==> config.mk <==
export PLATFORM = sky130hd
export DESIGN_NAME = mux_sel_sequencer
export DESIGN_NICKNAME = d
export VERILOG_FILES = /design/src/rtl/mux_sel_sequencer.sv
export SDC_FILE = /design/constraint.sdc
export NUM_CORES = 1
export LEC_CHECK = 0
export CORE_ASPECT_RATIO = 0.8
export CORE_MARGIN = 2
export CORE_UTILIZATION = 30
export CTS_CLUSTER_DIAMETER = 80
export DETAILED_ROUTE_END_ITERATION = 10
export PLACE_DENSITY_LB_ADDON = 0.05
export SYNTH_ARGS = -nofsm -noshare
export SYNTH_HDL_FRONTEND = slang
export SYNTH_SLANG_ARGS = --single-unit
==> constraint.sdc <==
create_clock -name clk -period 1.5 [get_ports clk]
set_clock_uncertainty 0.2 [all_clocks]
set_input_delay 0.225 -clock clk [delete_from_list [all_inputs] [get_ports clk]]
set_output_delay 0.225 -clock clk [all_outputs]
set_load 0.03 [all_outputs]
==> src/rtl/mux_sel_sequencer.sv <==
// Operand registers feeding a 4:1 mux; steps fn_sel 0..3 and captures each mux result into a
// single-entry valid/ready register. Optional capture checker under `MUX_SEQ_CHECK_EN.
module mux_sel_sequencer #(
    parameter int N = 4
) (
    input  logic         clk,
    input  logic         rst_n,
    input  logic         wr_en,
    input  logic [1:0]   wr_addr,
    input  logic [N-1:0] wr_data,
    input  logic         start,
    output logic [N-1:0] a,
    output logic [N-1:0] b,
    output logic [N-1:0] c,
    output logic [N-1:0] d,
    output logic [1:0]   fn_sel,
    input  logic [N-1:0] mux_out,
    output logic [N-1:0] res_data,
    output logic [1:0]   res_idx,
    output logic         res_valid,
    input  logic         res_ready,
    output logic         busy,
    output logic         done,
    output logic         err
);

    typedef enum logic [1:0] {
        S_IDLE  = 2'd0,
        S_RUN   = 2'd1,
        S_DRAIN = 2'd2
    } state_t;

    state_t     state, state_nxt;
    logic [1:0] idx, idx_nxt;
    logic       cap;
    logic       done_nxt;

    assign busy   = (state != S_IDLE);
    assign fn_sel = idx;

    always_ff @(posedge clk or negedge rst_n) begin
        if (!rst_n) begin
            state <= S_IDLE;
            idx   <= 2'd0;
            done  <= 1'b0;
        end else begin
            state <= state_nxt;
            idx   <= idx_nxt;
            done  <= done_nxt;
        end
    end

    always_comb begin
        state_nxt = state;
        idx_nxt   = idx;
        cap       = 1'b0;
        done_nxt  = 1'b0;
        case (state)
            S_IDLE: begin
                if (start) begin
                    state_nxt = S_RUN;
                    idx_nxt   = 2'd0;
                end
            end
            S_RUN: begin
                cap = !res_valid || res_ready;
                if (cap) begin
                    // Last capture parks idx at 3 so fn_sel holds through DRAIN.
                    if (idx == 2'd3) begin
                        state_nxt = S_DRAIN;
                    end else begin
                        idx_nxt = idx + 2'd1;
                    end
                end
            end
            S_DRAIN: begin
                if (res_valid && res_ready) begin
                    state_nxt = S_IDLE;
                    idx_nxt   = 2'd0;
                    done_nxt  = 1'b1;
                end
            end
            default: begin
                state_nxt = S_IDLE;
                idx_nxt   = 2'd0;
            end
        endcase
    end

    // A capture wins over an accept, so a simultaneous pop/push keeps valid high with new data.
    always_ff @(posedge clk or negedge rst_n) begin
        if (!rst_n) begin
            res_valid <= 1'b0;
            res_data  <= '0;
            res_idx   <= 2'd0;
        end else if (cap) begin
            res_valid <= 1'b1;
            res_data  <= mux_out;
            res_idx   <= idx;
        end else if (res_valid && res_ready) begin
            res_valid <= 1'b0;
        end
    end

    always_ff @(posedge clk or negedge rst_n) begin
        if (!rst_n) begin
            a <= '0;
            b <= '0;
            c <= '0;
            d <= '0;
        end else if (wr_en && !busy) begin
            case (wr_addr)
                2'd0:    a <= wr_data;
                2'd1:    b <= wr_data;
                2'd2:    c <= wr_data;
                default: d <= wr_data;
            endcase
        end
    end

`ifdef MUX_SEQ_CHECK_EN
    logic [N-1:0] sel_op;

    always_comb begin
        case (idx)
            2'd0:    sel_op = a;
            2'd1:    sel_op = b;
            2'd2:    sel_op = c;
            default: sel_op = d;
        endcase
    end

    always_ff @(posedge clk or negedge rst_n) begin
        if (!rst_n) begin
            err <= 1'b0;
        end else if (cap && (mux_out != sel_op)) begin
            err <= 1'b1;
        end
    end

    always @(posedge clk) begin
        if (rst_n && cap) begin
            assert (mux_out == sel_op)
            else $error("mux_sel_sequencer: mux_out %h != operand %h at idx %0d", mux_out, sel_op, idx);
        end
    end
`else
    assign err = 1'b0;
`endif

endmodule

==> results of run 1 <==
-- synth_stat cells, drive strengths merged --
library cell  number
dfrtp             28
mux2              24
nand2              4
nor2               4
buf                3
inv                2
nand2b             2
nor2b              2
nor3b              2
a21o               1
a221oi             1
a311oi             1
and4b              1
and4bb             1
conb               1
ha                 1
nand4              1
nand4b             1
o22ai              1
-- state kept, by name, summed over array words and instances (netlist names) --
name	count
a	4
b	4
c	4
d	4
done	1
fn_sel	2
res_data	4
res_idx	2
res_valid	1
state	2
-- cell type report --
class | count | area share [%]
flip-flops and latches | 28 | 36.4
well taps | 55 | 3.55
inverters | 2 | 0.388
clock buffers | 4 | 2.33
multi-input cells | 48 | 29.5
repair buffers | 57 | 27.8
-- worst paths after layout --
check                             from     endpoint  slack [ns]  depth (start not counted)
max                          res_valid    fn_sel[1]       -0.09                          3
min                              rst_n    fn_sel[0]        0.10                          2
max reg2reg                  res_valid    fn_sel[1]       -0.09                          3
min reg2reg                res_data[3]  res_data[3]        0.31                          1
max in group asynchronous        rst_n    fn_sel[1]        0.82                          2
min in group clk             res_ready         done        0.19                          3
-- where the power goes --
part | internal [uW] | switching [uW] | leakage [uW]
Sequential | 1120 | 228 | 0.000337
Clock | 190 | 213 | 0.0000228
Combinational | 1260 | 1290 | 0.000553
-- through the flow --
stage          instances  instance area [sq um]  total power (uW)  utilization, %
3_3_place_gp         187                   1810              3850            47.4
4_1_cts              194                   1920              4320            50.1
3_5_place_dp         187                   1810              3910            47.4
6_report             194                   1940              4300            50.6
2_1_floorplan         81                   1250              2840               -
5_1_grt              194                   1940              4570            50.6
-- what timing repair did --
| item | CTS | global route |
|---|---|---|
| resized for setup | 39 | 10 |
| setup buffers | 3 | 0 |
| pin swaps | 5 | 0 |
| endpoints found under the setup margin | 47 | 33 |
-- cells by family (layout without fill, tap and decap cells) --
family | Yosys count | in the layout
AND/OR/NAND/NOR | 18 | 18
multiplexers | 24 | 24
other | 1 | 1
AO/OA/AOI/OAI | 4 | 4
adder cells (fa/ha/maj) | 1 | 1
flip-flops | 28 | 28
buffers and inverters | 5 | 63
-- layer usage --
| layer | vias up | wire length, um |
|---|---|---|
| met5 | - | 0 |
| met4 | 0 | 10 |
| met3 | 2 | 165 |
| met2 | 24 | 1260 |
| met1 | 440 | 1280 |
| li1 | 399 | - |
==> flow_summary_export.csv, run 1 <==
group,metric,value,unit
status,status,"finished, violations left",
status,violations,"setup timing",
routing,wl,2.71,mm
global_route,first_global_vias,912,
cts,cts_buffers,3,
synth,synth_nets,97,
placed_design,dp_slack,-0.421,ns
sta,final.period_utilization,106,%
sta,final.setup.tns,-0.523,ns
cts,cts.sinks,28,
global_route,grt_busiest_layer,"met2",
cts,cts-root-buf,"clkbuf_8",
worst_setup_path,crit_fanout,3,
routing,drt-initial-drc-count,22,
synth,synth_warnings,0,
finish,regArea,706,sq um
floorplanning,dieArea,4560,sq um
worst_setup_path,cp_slowest_cell,"dfrtp_2",
synth,synth_cells,81,
finish,layout_commonest_cell,"dfrtp_1",
sta,setup_ws,-0.0901,ns
synth,synth_top_family_by_area,"multiplexers",
finish,multiInputGateArea,571,sq um
finish,area_growth,60.1,%
power,leakage,0.000912,uW
routing,post_drt_via_cell_ratio,4.46,
global_route,overflow,0,
worst_setup_path,worst_ep_arrival_time,1.54,ns
finish,fillers,355,
worst_setup_path,start_kind,"register",
worst_setup_path,crit_type,"register to register",
finish,diodes,0,
routing,dr.pass1.iters,3,
placed_design,hpwl,1.98,mm
sta,hold_ws,0.104,ns
hold_path,hold_path_class,"input port to asynchronous set/reset pin",
sta,hold_viol_final,0,
sta,finalCriticalPeriod,1.59,ns
sta,fmax,629,MHz
finish,drive_gt1_share,45.3,%
placed_design,place_congestion,0.765,
synth,synth_seq_cells,28,
synth,postSynthAreaPerCell,14.9,sq um
cts,clock_latency,0.26,ns
synth,synth_adder_area_share,1.03,%
floorplanning,start_util,31.6,%
synth,synth-compound-area-share,3.10,%
synth,synthSimpleGateAreaFrac,10.3,%
global_route,grtUsageMet3,4.49,%
worst_setup_path,crit_path_end_kind,"register",
floorplanning,rows,20,
placed_design,place.port_buffers,41,
worst_setup_path,worst_path_largest_cell_delay,0.44,ns
cts,holdBufCountCts,0,
finish,nets,156,
floorplanning,die_x,75,um
synth,synth_cell_types,24,
floorplanning,io-pin-count,43,
routing,wl_per_cell,14.0,um
synth,synthXorXnorAreaFrac,0,%
sta,slew_viol_final,0,
floorplanning,die_h,60.8,um
cts,cts_tree,"yes",
synth,synth_top_area_share,57.9,%
routing,antenna_left,0,
sta,rsz0062_at_grt,"yes",
finish,layout_common_cells,"dfrtp_1 (24), mux2_4 (18), dlygate4sd2_1 (15), buf_4 (15), clkdlybuf4s50_1 (13)",
worst_setup_path,crit_buf_inv,0,
cts,cts_buffer_depth,2,
synth,ys_seq_area_share,57.9,%
sta,finalSetupViolations,11,
global_route,antenna_found_initial,0,
floorplanning,core,3830,sq um
worst_setup_path,crit_required,1.45,ns
worst_setup_path,crit_chain,"a21o_1 > a221oi_4 > mux2_4",
routing,route.detailed.drc,0,
global_route,grt_pass1_wl,4.46,mm
global_route,gr-usage-met1,18.2,%
flow_run,maxCapViolCount,0,
power,powerDensity,2220,nW/um^2
synth,synth.area.mux_share,24.2,%
routing,vias,865,
synth,synthTopCellsByArea,"dfrtp_1 (58%), mux2_2 (17%), mux2_4 (7.4%), buf_6 (1.9%), a221oi_2 (1.2%)",
cts,htreeDepth,1,
synth,syn_area,1210,sq um
global_route,grt_max_degree,29,
synth,synth_area_leader_cell,"dfrtp_1",
cts,cts.clk_slew.worst_paths,0.09,ns
global_route,use_met2,20.9,%
power,peakVddDrop,0.00109,V
worst_setup_path,cpLargestDelayFamily,"compound AO/OA/AOI/OAI gates",
global_route,track_usage,13.2,%
Note: power is estimated with default switching activity, not from simulation.
==> inputs of run 2 (changes only) <==
--- a/config.mk
+++ b/config.mk
@@ -9,6 +9,7 @@
 export CORE_MARGIN = 2
 export CORE_UTILIZATION = 30
 export CTS_CLUSTER_DIAMETER = 80
+export CTS_CLUSTER_SIZE = 25
 export DETAILED_ROUTE_END_ITERATION = 10
 export PLACE_DENSITY_LB_ADDON = 0.05
 export SYNTH_ARGS = -nofsm -noshare
==> results of run 2 <==
No change in the layout: final DEF, timing and power equal those of run 1.
